==> config.mk <==
export PLATFORM = sky130hd
export DESIGN_NAME = dwell_driver
export DESIGN_NICKNAME = d
export VERILOG_FILES = /design/src/rtl/dwell_driver_pkg.sv /design/src/rtl/dwell_cnt.sv /design/src/rtl/dwell_driver.sv
export SDC_FILE = /design/constraint.sdc
export NUM_CORES = 1
export LEC_CHECK = 0
export CORE_MARGIN = 2
export CORE_UTILIZATION = 40
export CTS_CLUSTER_DIAMETER = 80
export DETAILED_ROUTE_END_ITERATION = 16
export SYNTH_ARGS = -nofsm -noshare
export SYNTH_HDL_FRONTEND = slang
export SYNTH_SLANG_ARGS = --single-unit
==> constraint.sdc <==
create_clock -name clk -period 6.1 [get_ports clk]
set_input_delay 0.61 -clock clk [delete_from_list [all_inputs] [get_ports clk]]
set_output_delay 0.61 -clock clk [all_outputs]
set_load 0.01 [all_outputs]
==> src/rtl/dwell_driver_pkg.sv <==
// Shared definitions for the line-driver and filter blocks: FSM encodings,
// the default base dwell and the dwell-length arithmetic.
package dwell_driver_pkg;

  typedef enum logic {
    IDLE = 1'b0,
    HOLD = 1'b1
  } dwell_state_e;

  localparam int MIN_DWELL_DEFAULT = 10;
  localparam int HOLD_W            = 4;

  // Total dwell in cycles; evaluated as int so 16*16 cannot overflow.
  function automatic int dwellCycles(input int minDwell, input logic [HOLD_W-1:0] hold);
    return minDwell * (int'(hold) + 1);
  endfunction

endpackage

==> src/rtl/dwell_cnt.sv <==
// Loadable down-counter that stops at zero and flags when it gets there.
module dwell_cnt #(
  parameter int CNT_W = 8
) (
  input  logic             clk,
  input  logic             rst_n,
  input  logic             load,
  input  logic             dec,
  input  logic [CNT_W-1:0] loadVal,
  output logic             zero
);

  logic [CNT_W-1:0] count;

  // Load wins over decrement; the count saturates at zero rather than wrapping.
  always_ff @(posedge clk) begin
    if (!rst_n) begin
      count <= '0;
    end else if (load) begin
      count <= loadVal;
    end else if (dec && (count != '0)) begin
      count <= count - 1'b1;
    end
  end

  assign zero = (count == '0);

endmodule

==> src/rtl/dwell_driver.sv <==
// Drives a line level that, once changed, is held for a programmable dwell so
// every level survives a downstream 8-cycle input filter.
module dwell_driver
  import dwell_driver_pkg::*;
#(
  parameter int MIN_DWELL = MIN_DWELL_DEFAULT,
  parameter int CNT_W     = 8
) (
  input  logic              clk,
  input  logic              rst_n,
  input  logic              req_valid,
  input  logic              req_level,
  input  logic [HOLD_W-1:0] req_hold,
  output logic              req_ready,
  output logic              q,
  output logic              busy,
  output logic              done
);

  dwell_state_e     state, stateNext;
  logic             qNext;
  logic             doneNext;
  logic             cntLoad;
  logic             cntDec;
  logic             cntZero;
  logic [CNT_W-1:0] loadVal;

  // Counter holds D-1 so the transition out of HOLD lands on edge k+D.
  assign loadVal = CNT_W'(dwellCycles(MIN_DWELL, req_hold) - 1);

  dwell_cnt #(
    .CNT_W(CNT_W)
  ) u_cnt (
    .clk    (clk),
    .rst_n  (rst_n),
    .load   (cntLoad),
    .dec    (cntDec),
    .loadVal(loadVal),
    .zero   (cntZero)
  );

  assign req_ready = (state == IDLE) && rst_n;
  assign busy      = (state == HOLD);

  always_comb begin
    stateNext = state;
    qNext     = q;
    doneNext  = 1'b0;
    cntLoad   = 1'b0;
    cntDec    = 1'b0;
    case (state)
      IDLE: begin
        if (req_valid && req_ready) begin
          if (req_level != q) begin
            qNext     = req_level;
            cntLoad   = 1'b1;
            stateNext = HOLD;
          end else begin
            doneNext = 1'b1;
          end
        end
      end
      HOLD: begin
        if (cntZero) begin
          stateNext = IDLE;
          doneNext  = 1'b1;
        end else begin
          cntDec = 1'b1;
        end
      end
      default: begin
        stateNext = IDLE;
      end
    endcase
  end

  // Reset parks the line high and discards any dwell without signalling done.
  always_ff @(posedge clk) begin
    if (!rst_n) begin
      state <= IDLE;
      q     <= 1'b1;
      done  <= 1'b0;
    end else begin
      state <= stateNext;
      q     <= qNext;
      done  <= doneNext;
    end
  end

endmodule
==> impl_metrics.tcl, run 1 <==
set metrics [dict create \
    synth_common_cells "dfxtp_1 (11), nand2_1 (9), inv_1 (8), nor2_1 (8)" \
    clk_pin_slew_ns 0.07 \
    design.die.area_um2 2770 \
    gr-usage-all-layers 0.171 \
    cts_setup_buffers 0 \
    crit_chain "clkdlybuf4s50_1 -> nand3_1 -> xnor2_2 -> nand2_1 -> inv_1 -> nor2_1 -> ha_1 -> inv_1 -> fa_1 -> nor2b_1 -> and4_1 -> o311ai_1 -> a211o_1 -> o2111ai_1 -> a211oi_1" \
    synth_edf_count 0 \
    timing.final.ws_setup_ns 2.37 \
    tightest_slew_ns 0.513 \
    antenna_found_initial 0 \
    maxSlewViolCount 0 \
    ys_top_cells_by_area "dfxtp_1 (23%), ha_1 (9.3%), xor2_1 (6.5%)" \
    grt_pass1_wl_um 3490 \
    syn_area_um2 945 \
    cts_hold_buffers 0 \
    crit_buf_inv 3 \
    htree_levels 1 \
    crit_family "compound AO/OA/AOI/OAI gates" \
    outcome "finished, final reports clean" \
    final_net_count 146 \
    synth_seq_cells 11 \
    cts_max_path_buffers 2 \
    vdd_ir_drop_max_mv 0.141 \
    total_power_mw 0.230 \
    async_reset_ff_frac 0 \
    hpwl_um 1570 \
    synth.avg_cell_area_um2 8.14 \
    cts_tree "built" \
    synth_ff_type "dfxtp_1" \
    path_class "in2reg" \
    ys_warn_count 0 \
    numPortBuffers 11 \
    timing.rr.start "u_cnt.count[2]" \
    synth_top_cell_by_area "dfxtp_1" \
    vias 882 \
    avgViaCountPerCell 5.62 \
    arrival_ns 3.92 \
    io_pins 12 \
    maxCapViolations 0 \
    placed_area_um2 1080 \
    cell_internal_pwr_mw 0.148 \
    die_h_um 52.6 \
    switching_power_mw 0.0826 \
    fin_crit_ns 3.73 \
    routed_wirelength_um 1970 \
    hp-class "reg2reg" \
    core-area_um2 2210 \
    ff2ff_path_depth 6 \
    clockPowerShare 0.219 \
    crit_path_end_kind "flip-flop" \
    powerDensity_nw_per_um2 208 \
    hold_start "q" \
    synth_top_area_frac 0.233 \
    grt_pass1_vias 822 \
    dr.pass1.iters 4 \
    start_util 0.427 \
    ctsRootBufferMaster "clkbuf_4" \
    wire_per_inst_um 12.6 \
    final_cell_area_um2 1110 \
    hold_violations 0 \
    worstHoldPathCells 2 \
    setup.worst_path.start "req_hold[0]" \
    grt_max_degree 15 \
    tns_ns 0 \
    crit_fanout 8 \
    gp_congestion 0.814 \
    dpl_worst_slack_ns 2.07 \
    setup_viol 0 \
    slew_headroom 0.655 \
    ant_nets 0 \
    clk_latency_ns 0.27 \
    pwr-share-seq 0.378 \
    numClockSinks 11 \
    die_x_um 52.6 \
    instances_no_fill 157 \
    critPathMostFrequentCell "inv_1" \
    p_comb_frac 0.402 \
    yosysUniqueCellTypes 40 \
    fin_crit_sh 0.612 \
    skew_ns 0.00387 \
    syn_nets 132 \
    dp_cells 153 \
    leakagePower_nw 0.460 \
    ys_seq_area_frac 0.233 \
    cp-start-kind "input port" \
    drive_above_1_share 0.0698 \
    synthCells 116 \
    grt_overflow 0 \
    p_sw_frac 0.359 \
    cts_buffers 3 \
    post_cts_resized 0 \
    rsz0062_at_grt "false" \
    syn_to_final_growth_pct 17.4 \
    yosysMostFrequentCell "dfxtp_1" \
    slowest_delay_ns 0.57 \
    cp.depth 15 \
    remaining_drc_errors 0 \
    max_freq_ghz 0.268 \
    rows 17 \
    initialDrtViolationCount 10 \
    antenna_cells 0 \
    worst_path_max_delay_cell "clkdlybuf4s50_1" \
    worstPathRequired_ns 6.29 \
]
power groups by stage:
stage          registers, mW  clock network [mW]  logic, mW
2_1_floorplan         0.0879                   0     0.0687
3_3_place_gp          0.0885                   0     0.0911
3_5_place_dp          0.0890                   0     0.0926
4_1_cts               0.0872              0.0525     0.0929
5_1_grt               0.0887              0.0546      0.106
6_report              0.0872              0.0505     0.0927
through the flow:
| step | util | hold slack [ns] |
|---|---|---|
| after floorplan | - | 0.507 |
| after global placement | 0.489 | 0.504 |
| after detailed placement | 0.489 | 0.530 |
| after CTS | 0.501 | 0.550 |
| after global routing | 0.501 | 0.569 |
| final | 0.501 | 0.541 |
final timing paths:
kind | to | slack (ns)
worst max-delay path | u_cnt.count[7] | 2.37
worst min-delay path | q | 0.54
worst max register to register | u_cnt.count[5] | 4.02
worst min register to register | q | 0.54
worst reg2reg max path: cells and delay by family (launching register included):
kind | cells | cell delay, ns
simple gates | 3 | 0.93
mux | 1 | 0.32
flops | 1 | 0.36
compound gates | 2 | 0.40
cell type report:
type	count	area, um^2
fill	225	1100
multi-input combinational	95	687
sequential	11	220
timing repair buffer	11	110
tap	28	35.0
inverter	8	30.0
clock buffer	4	26.3
logic make-up after synthesis:
logic type | Yosys count | synth area share
DFF | 11 | 0.233
buffers and inverters | 10 | 0.0397
AOI/OAI and AO/OA | 31 | 0.234
muxes | 2 | 0.0225
and+or+nand+nor | 43 | 0.246
xor gates and xnor gates | 11 | 0.110
adders and majority gates | 8 | 0.114
per-layer routing:
| layer | global-route usage | wire (um) | share of wire | vias to the layer above |
|---|---|---|---|---|
| li1 | - | - | - | 450 |
| met1 | 0.209 | 913 | 0.46 | 410 |
| met2 | 0.288 | 939 | 0.48 | 20 |
| met3 | 0.0571 | 110 | 0.056 | 2 |
| met4 | 0.0427 | 9 | 0.0046 | 0 |
| met5 | 0 | 0 | 0 | - |
placed cells by master (no fill, tap or decap), drive strengths merged:
cell,n
o311ai,2
o21ai,6
clkdlybuf4s50,11
a21oi,7
o21a,1
and4,2
fa,1
a31oi,2
nor4,2
mux2i,1
o22ai,1
or2,1
nor2b,5
inv,8
nor3,2
nor2,8
a211oi,2
clkbuf,4
a211o,1
o211a,2
o41ai,1
dfxtp,11
nand3,5
xnor2,4
mux2,1
and3,3
o2111ai,1
a21boi,4
nand2,9
ha,7
or4,3
and2,1
o31a,1
nor3b,2
xor2,7
state kept, by name (all words and copies together), names as in the netlist:
name and count:
done 1, u_cnt.count 8, busy 1, q 1
(Power assumes the default switching activity.)
==> run 2, diff against run 1 <==
==> constraint.sdc (replaced) <==
create_clock -name clk -period 3.85 [get_ports clk]
set_input_delay 0.385 -clock clk [delete_from_list [all_inputs] [get_ports clk]]
set_output_delay 0.385 -clock clk [all_outputs]
set_load 0.01 [all_outputs]
==> run 2 against run 1 <==
Effect of this change: worst hold slack got worse by 0.017 ns; power increased by 60%; critical path depth unchanged; design area increased by 1.4%; sequential cell count unchanged; sequential power increased by 58%; clock skew decreased by 0.00079 ns; critical endpoint unchanged; core utilization increased by 0.68 points.
==> impl_metrics.tcl, run 2 (synthesis gave the netlist of run 1 again) <==
set metrics [dict create \
    outcome "finished, final reports clean" \
    max_freq_ghz 0.296 \
    setup_viol 0 \
    core-area_um2 2210 \
    htree_levels 1 \
    grt_overflow 0 \
    powerDensity_nw_per_um2 329 \
    crit_path_end_kind "flip-flop" \
    antenna_cells 0 \
    ant_nets 0 \
    start_util 0.427 \
    ff2ff_path_depth 6 \
    numClockSinks 11 \
    grt_pass1_wl_um 3510 \
    tns_ns 0 \
    cts_setup_buffers 0 \
    die_h_um 52.6 \
    p_sw_frac 0.362 \
    crit_fanout 8 \
    switching_power_mw 0.134 \
    min_to "q" \
    cts_hold_buffers 0 \
    initialDrtViolationCount 16 \
    hold_violations 0 \
    skew_ns 0.00308 \
    routed_wirelength_um 2090 \
    rsz0062_at_grt "false" \
    p_comb_frac 0.405 \
    cts_max_path_buffers 2 \
    numPortBuffers 11 \
    vdd_ir_drop_max_mv 0.199 \
    timing.rr.start "u_cnt.count[2]" \
    remaining_drc_errors 0 \
    wire_per_inst_um 13.1 \
    slew_headroom 0.651 \
    hpwl_um 1580 \
    syn_to_final_growth_pct 18.9 \
    dr.pass1.iters 4 \
    fin_crit_sh 0.878 \
    gr-usage-all-layers 0.175 \
    vias 876 \
    final_util 0.508 \
    tightest_slew_ns 0.519 \
    cts_tree "built" \
    drive_above_1_share 0.0840 \
    largest_register "u_cnt.count" \
    arrival_ns 3.57 \
    fin_crit_ns 3.38 \
    worstHoldPathCells 2 \
    post_cts_resized 0 \
    largest_reg_flops 8 \
    design.die.area_um2 2770 \
    r2r_slack_ns 1.76 \
    path_class "in2reg" \
    maxCapViolations 0 \
    pwr-share-seq 0.374 \
    cell_internal_pwr_mw 0.236 \
    avgViaCountPerCell 5.51 \
    grt_pass1_vias 783 \
    worstPathRequired_ns 4.04 \
    cts_buffers 3 \
    cp-start-kind "input port" \
    maxSlewViolCount 0 \
    clockPowerShare 0.220 \
    grt_max_degree 15 \
    final_net_count 148 \
    r2r-end "u_cnt.count[5]" \
    leakagePower_nw 0.469 \
    hp-class "reg2reg" \
    most-common-layout-cells "dfxtp_1 (11), clkdlybuf4s50_1 (11), nand2_1 (9)" \
    clk_latency_ns 0.27 \
    gp_congestion 0.873 \
    antenna_found_initial 0 \
    rows 17 \
    die_x_um 52.6 \
    hold_start "q" \
    clk_pin_slew_ns 0.07 \
    ctsRootBufferMaster "clkbuf_4" \
    io_pins 12 \
]
-- run 2: changes by cell type in the layout (fill, tap and decap cells not counted) --
cell   delta
buf_4     +2
-- run 2: power by group through the flow --
stage	combinational [mW]	sequential, mW	clock [mW]
after CTS	0.150	0.138	0.0842
after detailed placement	0.149	0.141	0
final	0.150	0.138	0.0815
after floorplan	0.109	0.139	0
after global routing	0.169	0.140	0.0884
after global placement	0.146	0.140	0
-- run 2: worst max path at each step --
stage | from | to | slack, ns | cells past startpoint
floorplan | req_hold[0] | u_cnt.count[7] | 0.97 | 14
CTS | req_hold[1] | u_cnt.count[7] | 0.47 | 15
global placement | req_hold[0] | u_cnt.count[7] | 0.28 | 15
detailed placement | req_hold[1] | u_cnt.count[7] | 0.18 | 15
finish | req_hold[2] | u_cnt.count[7] | 0.47 | 15
global route | req_hold[2] | u_cnt.count[7] | 0.19 | 15
-- run 2: worst max-delay path: stages --
cell and delay, ns:
clkdlybuf4s50_1 0.48, nand3_1 0.12, xnor2_2 0.36, nand2_1 0.17, inv_1 0.10, nor2_1 0.05
ha_1 0.20, inv_1 0.07, fa_1 0.43, nor2b_1 0.18, and4_1 0.24, o311ai_1 0.32
a211o_1 0.16, o2111ai_1 0.11, a211oi_1 0.20
-- run 2: stage by stage --
stage	power [mW]	cells	area (um^2)	worst slack [ns]	hold WS, ns
after global placement	0.286	155	1100	0.279	0.502
final	0.370	159	1120	0.470	0.524
after global routing	0.398	159	1120	0.187	0.535
after CTS	0.372	159	1120	0.471	0.524
after floorplan	0.248	116	945	0.973	0.507
after detailed placement	0.290	155	1100	0.178	0.505
-- run 2: layout make-up --
type,count,area (um^2)
Timing Repair Buffer,13,125
Clock buffer,4,26.3
Multi-Input combinational cell,95,687
Inverter,8,30.0
Sequential cell,11,220
Tap cell,28,35.0
Fill cell,223,1090
-- run 2: routing by layer --
metal  share of wire  vias to the layer above  wire length (um)  track usage
met5               0                        -                 0            0
met3           0.044                        4                91       0.0514
met4           0.011                        0                23       0.0513
met2            0.46                       19               951        0.288
li1                -                      452                 -            -
met1            0.49                      401              1020        0.219
==> run 3, diff against run 2 <==
--- a/config.mk
+++ b/config.mk
@@ -5,10 +5,11 @@
 export SDC_FILE = /design/constraint.sdc
 export NUM_CORES = 1
 export LEC_CHECK = 0
-export CORE_MARGIN = 2
 export CORE_UTILIZATION = 40
+export CTS_BUF_LIST = sky130_fd_sc_hd__clkbuf_4
 export CTS_CLUSTER_DIAMETER = 80
 export DETAILED_ROUTE_END_ITERATION = 16
+export SETUP_SLACK_MARGIN = 0.15
 export SYNTH_ARGS = -nofsm -noshare
 export SYNTH_HDL_FRONTEND = slang
 export SYNTH_SLANG_ARGS = --single-unit
==> run 3 against run 2 <==
Effect of this change: clock power rose by 4.8%; sequential power about the same; clock skew grew 0.0034 ns; core utilization is 0.68 points higher; routed wire length decreased by 6.8%; combinational power about the same; largest cell class unchanged; design area grew 1.3%; die area fell by 7.5%; register-to-register slack improved by 0.07 ns; power is 0.99% higher; largest power group unchanged; clock-buffer cell count did not move; critical path type unchanged.
==> impl_metrics.tcl, run 3 (synthesis gave the netlist of run 1 again) <==
set metrics [dict create \
    setup_viol 0 \
    crit_path_end_kind "flip-flop" \
    crit_fanout 5 \
    met3_usage 0.0273 \
    placed_area_um2 1090 \
    r2r-end "u_cnt.count[5]" \
    rsz0062_at_grt "false" \
    numPortBuffers 11 \
    hp-class "reg2reg" \
    hpwl_um 1530 \
    hold_start "u_cnt.count[0]" \
    wire_per_inst_um 12.3 \
    gp_congestion 0.827 \
    largest_reg_flops 8 \
    io_pins 12 \
    most-common-layout-cells "dfxtp_1 (11), clkdlybuf4s50_1 (11), nand2_1 (9)" \
    die_h_um 50.6 \
    cts_tree "built" \
    die_x_um 50.6 \
    final_net_count 148 \
    htree_levels 1 \
    outcome "finished, final reports clean" \
    tns_ns 0 \
    hold_violations 0 \
    cts_buffers 3 \
    numClockSinks 11 \
    antenna_cells 0 \
    timing.rr.start "u_cnt.count[2]" \
    r2r_slack_ns 1.83 \
    worstHoldPathCells 2 \
    remaining_drc_errors 0 \
    worst_path_max_delay_cell "clkdlybuf4s50_1" \
    syn_to_final_growth_pct 20.5 \
    routed_wirelength_um 1950 \
    drive_above_1_share 0.0916 \
    core-area_um2 2210 \
    fin_crit_ns 3.36 \
    grt_max_degree 15 \
    rows 17 \
    arrival_ns 3.55 \
    met2_usage 0.273 \
    vdd_ir_drop_max_mv 0.175 \
    grt_overflow 0 \
    ant_nets 0 \
    largest_register "u_cnt.count" \
    leakagePower_nw 0.474 \
    maxCapViolations 0 \
    ctsRootBufferMaster "clkbuf_4" \
    critPathMostFrequentCell "inv_1" \
    multi_input_area_um2 698 \
    powerDensity_nw_per_um2 328 \
    tightest_slew_ns 0.504 \
    slew_headroom 0.661 \
    initialDrtViolationCount 11 \
    vias 882 \
    gr-usage-all-layers 0.175 \
    path_class "in2reg" \
    grt_pass1_wl_um 3400 \
    clk_pin_slew_ns 0.07 \
    grt_pass1_vias 787 \
    slowest_delay_ns 0.57 \
    cts_max_path_buffers 2 \
    min_to "u_cnt.count[0]" \
    max_freq_ghz 0.297 \
    skew_ns 0.00644 \
    start_util 0.427 \
    crit_chain "clkdlybuf4s50_1 -> nand3_1 -> xnor2_4 -> nand2_1 -> inv_1 -> nor2_1 -> ha_1 -> inv_1 -> fa_1 -> nor2b_1 -> and4_1 -> o311ai_1 -> a211o_1 -> o2111ai_1 -> a211oi_1" \
    ff2ff_path_depth 6 \
    cp-start-kind "input port" \
    fin_crit_sh 0.874 \
    final_cell_area_um2 1140 \
    antenna_found_initial 0 \
    grtUsageMet1 0.238 \
    maxSlewViolCount 0 \
    worstPathRequired_ns 4.04 \
    setup.worst_path.start "req_hold[0]" \
    fillers 223 \
    clk_latency_ns 0.27 \
    regArea_um2 220 \
    busiest_layer "met2" \
    dr.pass1.iters 3 \
    design.die.area_um2 2560 \
    avgViaCountPerCell 5.55 \
]
-- run 3: cell types whose count changed in the layout (fill, tap and decap cells not counted) --
cell,before,now
xnor2_2,1,0
clkbuf_4,3,4
clkbuf_1,1,0
xnor2_4,0,1
-- run 3: repair_timing --
action	in CTS	in global routing
hold endpoints to repair	0	0
buffers inserted	0	1
gates resized for setup	0	1
setup endpoints to repair	0	1
hold buffers	0	0
-- run 3: final cells by class --
cell class / instances / area share
Inverter: 8 / 0.0264
Sequential cell: 11 / 0.193
Tap cell: 28 / 0.0308
Multi-Input combinational cell: 95 / 0.613
Timing Repair Buffer: 13 / 0.110
Clock buffer: 4 / 0.0264
-- run 3: how the worst max path moves through the flow --
stage	to	slack, ns	cells past startpoint
after floorplan	u_cnt.count[7]	0.97	14
after global placement	u_cnt.count[7]	0.18	15
after detailed placement	u_cnt.count[7]	0.07	15
after CTS	u_cnt.count[7]	0.35	15
after global routing	u_cnt.count[7]	0.18	15
final	u_cnt.count[7]	0.49	15
-- run 3: through the flow --
step	std cells	power, mW	util	worst slack, ns	hold slack, ns
2_1_floorplan	116	0.248	-	0.973	0.507
3_3_place_gp	154	0.286	0.493	0.176	0.513
3_5_place_dp	154	0.287	0.493	0.0703	0.534
4_1_cts	158	0.375	0.506	0.346	0.551
5_1_grt	159	0.407	0.515	0.180	0.578
6_report	159	0.373	0.515	0.486	0.546
-- run 3: critical path, delay by kind of cell --
| family | cells | cell delay [ns] |
|---|---|---|
| AO/OA/AOI/OAI | 4 | 0.81 |
| AND/OR/NAND/NOR | 5 | 0.78 |
| buffers and inverters | 3 | 0.73 |
| adder cells (fa/ha/maj) | 2 | 0.61 |
| XOR/XNOR | 1 | 0.23 |
-- run 3: metal layers --
| metal | share of wire | vias to the layer above |
|---|---|---|
| li1 | - | 455 |
| met1 | 0.52 | 414 |
| met2 | 0.45 | 11 |
| met3 | 0.022 | 2 |
| met4 | 0.0072 | 0 |
| met5 | 0 | - |
-- run 3: power breakdown --
group	leakage (nW)	internal, mW	switching [mW]
Combinational	0.365	0.0711	0.0783
Clock	0.0184	0.0471	0.0383
Sequential	0.0901	0.126	0.0128
==> RTL change 1: new RTL, settings of run 2 <==
`CNT_W` is set to 8 in 2 places; all go to 10.
--- a/src/rtl/dwell_cnt.sv
+++ b/src/rtl/dwell_cnt.sv
@@ -1,6 +1,6 @@
 // Loadable down-counter that stops at zero and flags when it gets there.
 module dwell_cnt #(
-  parameter int CNT_W = 8
+  parameter int CNT_W = 10
 ) (
   input  logic             clk,
   input  logic             rst_n,
--- a/src/rtl/dwell_driver.sv
+++ b/src/rtl/dwell_driver.sv
@@ -4,7 +4,7 @@
   import dwell_driver_pkg::*;
 #(
   parameter int MIN_DWELL = MIN_DWELL_DEFAULT,
-  parameter int CNT_W     = 8
+  parameter int CNT_W     = 10
 ) (
   input  logic              clk,
   input  logic              rst_n,
Formal check against the unedited RTL: no difference found for any inputs over 10 cycles, from zero or initial values and one cycle with rst_n low; that may be too few to reach the edited logic, so the function may still have changed.
==> RTL change 1 against run 2 <==
Sequential cell count grew 2. Synthesized area grew 23%. Register-to-register slack lost 60 ps. Design area grew 16%. Clock power grew 8.8%. Wire length grew 16%. Critical path depth shrank 3. Total power grew 23%. Setup slack lost 8.3 ps. Critical path type unchanged. Critical endpoint is now u_cnt.count[8]$_SDFFE_PN0P_.
==> RTL change 1: results (changes against run 2) <==
GRT
The maximum number of pins on one net before global-route repair is 17 (was 15). The via count of the first global-routing pass is 980 (was 783). The global-route wire length before repair is 4.14 mm (was 3.51 mm).

Routing
The average vias per placed instance was 5.66 (was 5.51). The initial detailed-routing violation count is 17 (was 16).

Layout
The multi-input logic portion of the cell area is 64.0% (was 61.1%). The register with the highest flop count is u_cnt.count (unchanged). The sequential share of cell area is 20.0% (was 19.6%). The net count reported at finish is 167 (was 148).

The final-layout clock-cell area share is 2.02% (was 2.34%). The share of cells above drive strength 1 is 8.61% (was 8.40%). The layout buffering overhead excluding clock cells is 9.61% (was 11.1%). The flip-flop count of the largest register after layout is 10 (was 8).

The number of standard cells in the layout, taps in and fillers out was 182 (was 159). The count of fill cells added during filler insertion is 280 (was 223). The count of inverters not on the clock network in the layout is 5 (was 8).

The area growth from synthesis to layout is 12.3% (was 18.9%). The number of multi-input logic gates is 116 (was 95).

Setup path
The data arrival at the endpoint of the critical path is 3560 ps (was 3570 ps). The critical-path maximum fanout is 6 (was 8). The critical register-to-register path startpoint is u_cnt.count[0]$_SDFFE_PN0P_ (was u_cnt.count[2]$_SDFFE_PN0P_).

Place
The last weighted congestion value of the routability-driven placer is 0.786 (was 0.873). The placement-stage cell area was 1280 um2 (was 1100 um2). The pre-CTS setup slack is 174 ps (was 178 ps). The half-perimeter wire length after detailed placement is 1.88 mm (was 1.58 mm).

Logic synthesis
The cell count after synthesis is 142 (was 116). The portion of the post-synthesis area used by sequential elements is 22.4% (was 23.3%). The number of distinct library cells after synthesis is 46 (was 40). The post-synth net total is 157 (was 132). Main area contributors after synthesis: dfxtp_1 (22%), xnor2_1 (7.6%), ha_1 (6.5%), xor2_1 (6.0%), a21oi_1 (3.9%) (was dfxtp_1 (23%), ha_1 (9.3%), xor2_1 (6.5%), a21oi_1 (3.7%), nand2_1 (3.6%)).

Clocking
The H-tree depth is 1 (unchanged). The post-CTS setup buffer count is 0 (unchanged). The total clock sinks was 13 (was 11).

STA
The clock skew is 7.04 ps (was 3.08 ps). The relative slew slack is 61.1% (was 65.1%).

Pwr
The standby leakage power was 0.515 nW (was 0.469 nW). The worst vdd rail ir drop is 0.188 mV (was 0.199 mV).

Outcome
Status: completed (unchanged).
-- RTL change 1: changes by cell type after synthesis, sizes merged, moves of 3 or more --
cell   change
buf        +4
inv        -3
nand3      +4
nor4       +3
o21ai      +3
xnor2      +7
-- RTL change 1: worst max-delay path, stage by stage --
cell and delay [ps]:
clkdlybuf4s50_1 600, nand3_1 180, and2_1 220, o21a_1 230, nor2_1 120, ha_1 220
fa_1 470, nor4_1 550, nand3_1 130, o22ai_1 210, xnor2_1 150, a21oi_1 80
-- RTL change 1: path summary, 6_finish.rpt --
| path | end | depth (start not counted) | slack (ps) |
|---|---|---|---|
| worst max-delay path | u_cnt.count[8]$_SDFFE_PN0P_ | 12 | 460 |
| worst min-delay path | q$_SDFFE_PN1P_ | 2 | 530 |
| worst max register to register | u_cnt.count[7]$_SDFFE_PN0P_ | 8 | 1700 |
| worst min register to register | q$_SDFFE_PN1P_ | 2 | 530 |
-- RTL change 1: where the power goes --
part | total [mW] | leakage (nW) | internal, mW | switching, mW
Combinational | 0.196 | 0.393 | 0.0947 | 0.101
Clock | 0.0887 | 0.0150 | 0.0402 | 0.0485
Sequential | 0.168 | 0.107 | 0.150 | 0.0184
Total | 0.453 | 0.515 | 0.285 | 0.168
-- RTL change 1: metal layers --
layer	vias up	track usage, %	wire length, um
met3	3	2.01	51
li1	534	-	-
met2	14	30.5	1280
met5	-	0	0
met1	480	17.3	1070
met4	0	6.98	19
-- RTL change 1: cells by family (layout without fill, tap and decap cells) --
group,after synthesis,after routing,synth area share (%)
and+or+nand+nor,51,51,25.0
AOI/OAI and AO/OA,38,38,22.8
xor gates and xnor gates,19,19,15.0
DFF,13,13,22.4
buffers and inverters,13,22,5.72
adders and majority gates,7,7,8.20
muxes,1,1,0.863
==> RTL change 2: new RTL, config.mk and constraints of run 2 <==
Made on the original files. Reset style: asynchronous (`rst_n`), changed in 2 clocked blocks.
--- a/src/rtl/dwell_cnt.sv
+++ b/src/rtl/dwell_cnt.sv
@@ -13,7 +13,7 @@
   logic [CNT_W-1:0] count;
 
   // Load wins over decrement; the count saturates at zero rather than wrapping.
-  always_ff @(posedge clk) begin
+  always_ff @(posedge clk or negedge rst_n) begin
     if (!rst_n) begin
       count <= '0;
     end else if (load) begin
--- a/src/rtl/dwell_driver.sv
+++ b/src/rtl/dwell_driver.sv
@@ -75,7 +75,7 @@
   end
 
   // Reset parks the line high and discards any dwell without signalling done.
-  always_ff @(posedge clk) begin
+  always_ff @(posedge clk or negedge rst_n) begin
     if (!rst_n) begin
       state <= IDLE;
       q     <= 1'b1;
Behaviour: differs if rst_n is asserted again (counterexample within 4 cycles, from zero or initial values and one cycle with rst_n low); with rst_n held inactive, the same outputs for 10 cycles.
==> RTL change 2 against run 2 <==
Non-clock buffer count shrank 1. Sequential cell count is the same. Setup slack lost 32 ps. Largest cell class unchanged. Maximum frequency shrank 0.93%. Design area shrank 1.0%. Clock skew shrank 2.8 ps. Highest routed layer unchanged. Wire length shrank 8.9%. Synthesized area shrank 0.79%.
Power is not compared: it rests on default switching activity, and its combinational part moved more than twofold at a synthesized area within 25%.
==> RTL change 2: results (changes against run 2) <==
Routing
The length of routed met2 wiring is 907 um (was 951 um). The average vias per placed instance is 5.38 (was 5.51). The length of routed wiring on met1 came to 889 um (was 1.02 mm). The initial detailed-routing violation count is 4 (was 16).

The total iterations of the first detailed-routing run was 4 (unchanged). The routed wire length on met3 is 95 um (was 91 um). The wire length per cell after detailed routing was 12.8 um (was 13.1 um).

Outcome
Status: completed (unchanged).

STA
The transition at the pin with the smallest max-transition slack is 534 ps (was 519 ps). The clock skew is 0.317 ps (was 3.08 ps).

Pwr
The switching power total is 0.256 mW.

Layout
The share of cells above drive strength 1 is 9.92% (was 8.40%). The count of fill cells added during filler insertion is 226 (was 223). The flip-flop count of the largest register after layout is 8 (unchanged). The net count reported at finish is 138 (was 148).

GRT
The global-route met1 utilization came to 20.0% (was 21.9%). The global-route met2 utilization came to 28.5% (was 28.7%). The via count of the first global-routing pass is 823 (was 783).

The global-route wire length before repair is 3.36 mm (was 3.51 mm). The number of antenna violations at the first check in global routing was 0 (unchanged). The overall global routing resource usage came to 16.4% (was 17.5%). The fraction of met3 tracks used by global routing is 4.57% (was 5.14%).

The maximum number of pins on one net before global-route repair is 13 (was 15).

Logic synthesis
Main area contributors after synthesis: dfrtp_1 (27%), ha_1 (9.3%), xnor2_1 (8.4%), xor2_1 (4.7%), nand2_1 (4.4%) (was dfxtp_1 (23%), ha_1 (9.3%), xor2_1 (6.5%), a21oi_1 (3.7%), nand2_1 (3.6%)). The post-synth net total was 122 (was 132). The async set or reset register ratio after synthesis is 100% (was 0%).

Synth cell count leaders: nand2_1 (11), dfrtp_1 (10), inv_1 (9), xnor2_1 (9), nor2_1 (8) (was dfxtp_1 (11), nand2_1 (9), inv_1 (8), nor2_1 (8)). The number of distinct library cells after synthesis is 38 (was 40). The portion of the post-synthesis area used by sequential elements was 29.5% (was 23.3%). The predominant post-synthesis flop cell was dfrtp_1 (was dfxtp_1).

Clocking
The post-CTS setup buffer count is 0 (unchanged). The clock-pin slew on the worst setup and hold paths came to 70 ps (about the same). The clock tree root buffer cell is clkbuf_4 (unchanged).

Setup path
The count of cells along the worst register-to-register path is 8 (was 6). The first element of the critical path is req_hold[0] (was req_hold[2]). The critical-path maximum fanout is 7 (was 8). The critical register-to-register path startpoint is u_cnt.count[0]$_DFFE_PN0P_ (was u_cnt.count[2]$_SDFFE_PN0P_).

The largest stage delay on the critical path is 610 ps (was 480 ps). The data arrival at the endpoint of the critical path is 3550 ps (was 3570 ps). The kind of cell adding the most delay to the critical path is simple AND/OR/NAND/NOR gates (was compound AO/OA/AOI/OAI gates).

Min path
The worst hold-check path type is in -> async (was reg -> reg).

Place
The half-perimeter wire length after detailed placement is 1.55 mm (was 1.58 mm). The last weighted congestion value of the routability-driven placer is 0.790 (was 0.873).
-- RTL change 2: changes by cell type in the layout (fill, tap and decap cells not counted), sizes merged, moves of 4 or more --
cell,change
dfxtp,-11
a21boi,-4
dfrtp,+10
xnor2,+6
nor2b,-4
-- RTL change 2: per-stage QoR --
stage                     instances  hold slack (ps)  power [mW]  setup slack, ps  cell area (um2)
after floorplan                 106             89.4       0.455             1150              937
after global placement          145              578       0.539              330             1090
after detailed placement        145              583       0.544              155             1090
after CTS                       149              481       0.626              451             1110
after global routing            149              503       0.684              231             1110
final                           149              466       0.621              439             1110
-- RTL change 2: cells by family (layout without fill, tap and decap cells) --
family / Yosys count / count (layout) / share of synthesized area (%)
AOI/OAI and AO/OA: 18 / 18 / 13.5
xor gates and xnor gates: 15 / 15 / 14.8
adders and majority gates: 8 / 8 / 11.5
buffers and inverters: 10 / 25 / 4.00
DFF: 11 / 11 / 29.5
muxes: 2 / 2 / 2.27
and+or+nand+nor: 42 / 42 / 24.4
-- RTL change 2: final cells by class --
type / count / area share, %
Tap cell: 28 / 3.15
Clock buffer: 4 / 2.36
Inverter: 9 / 3.04
Multi-Input combinational cell: 85 / 56.0
Sequential cell: 11 / 24.9
Timing Repair Buffer: 12 / 10.6
-- RTL change 2: path summary, 6_finish.rpt --
path | to | slack [ps]
hold / removal | u_cnt.count[7]$_DFFE_PN0P_ | 470
setup / recovery | u_cnt.count[7]$_DFFE_PN0P_ | 440
max in group asynchronous | q$_DFFE_PN1P_ | 3020
hold reg to reg | u_cnt.count[3]$_DFFE_PN0P_ | 600
setup reg to reg | u_cnt.count[2]$_DFFE_PN0P_ | 1620
min in group clk | u_cnt.count[3]$_DFFE_PN0P_ | 600
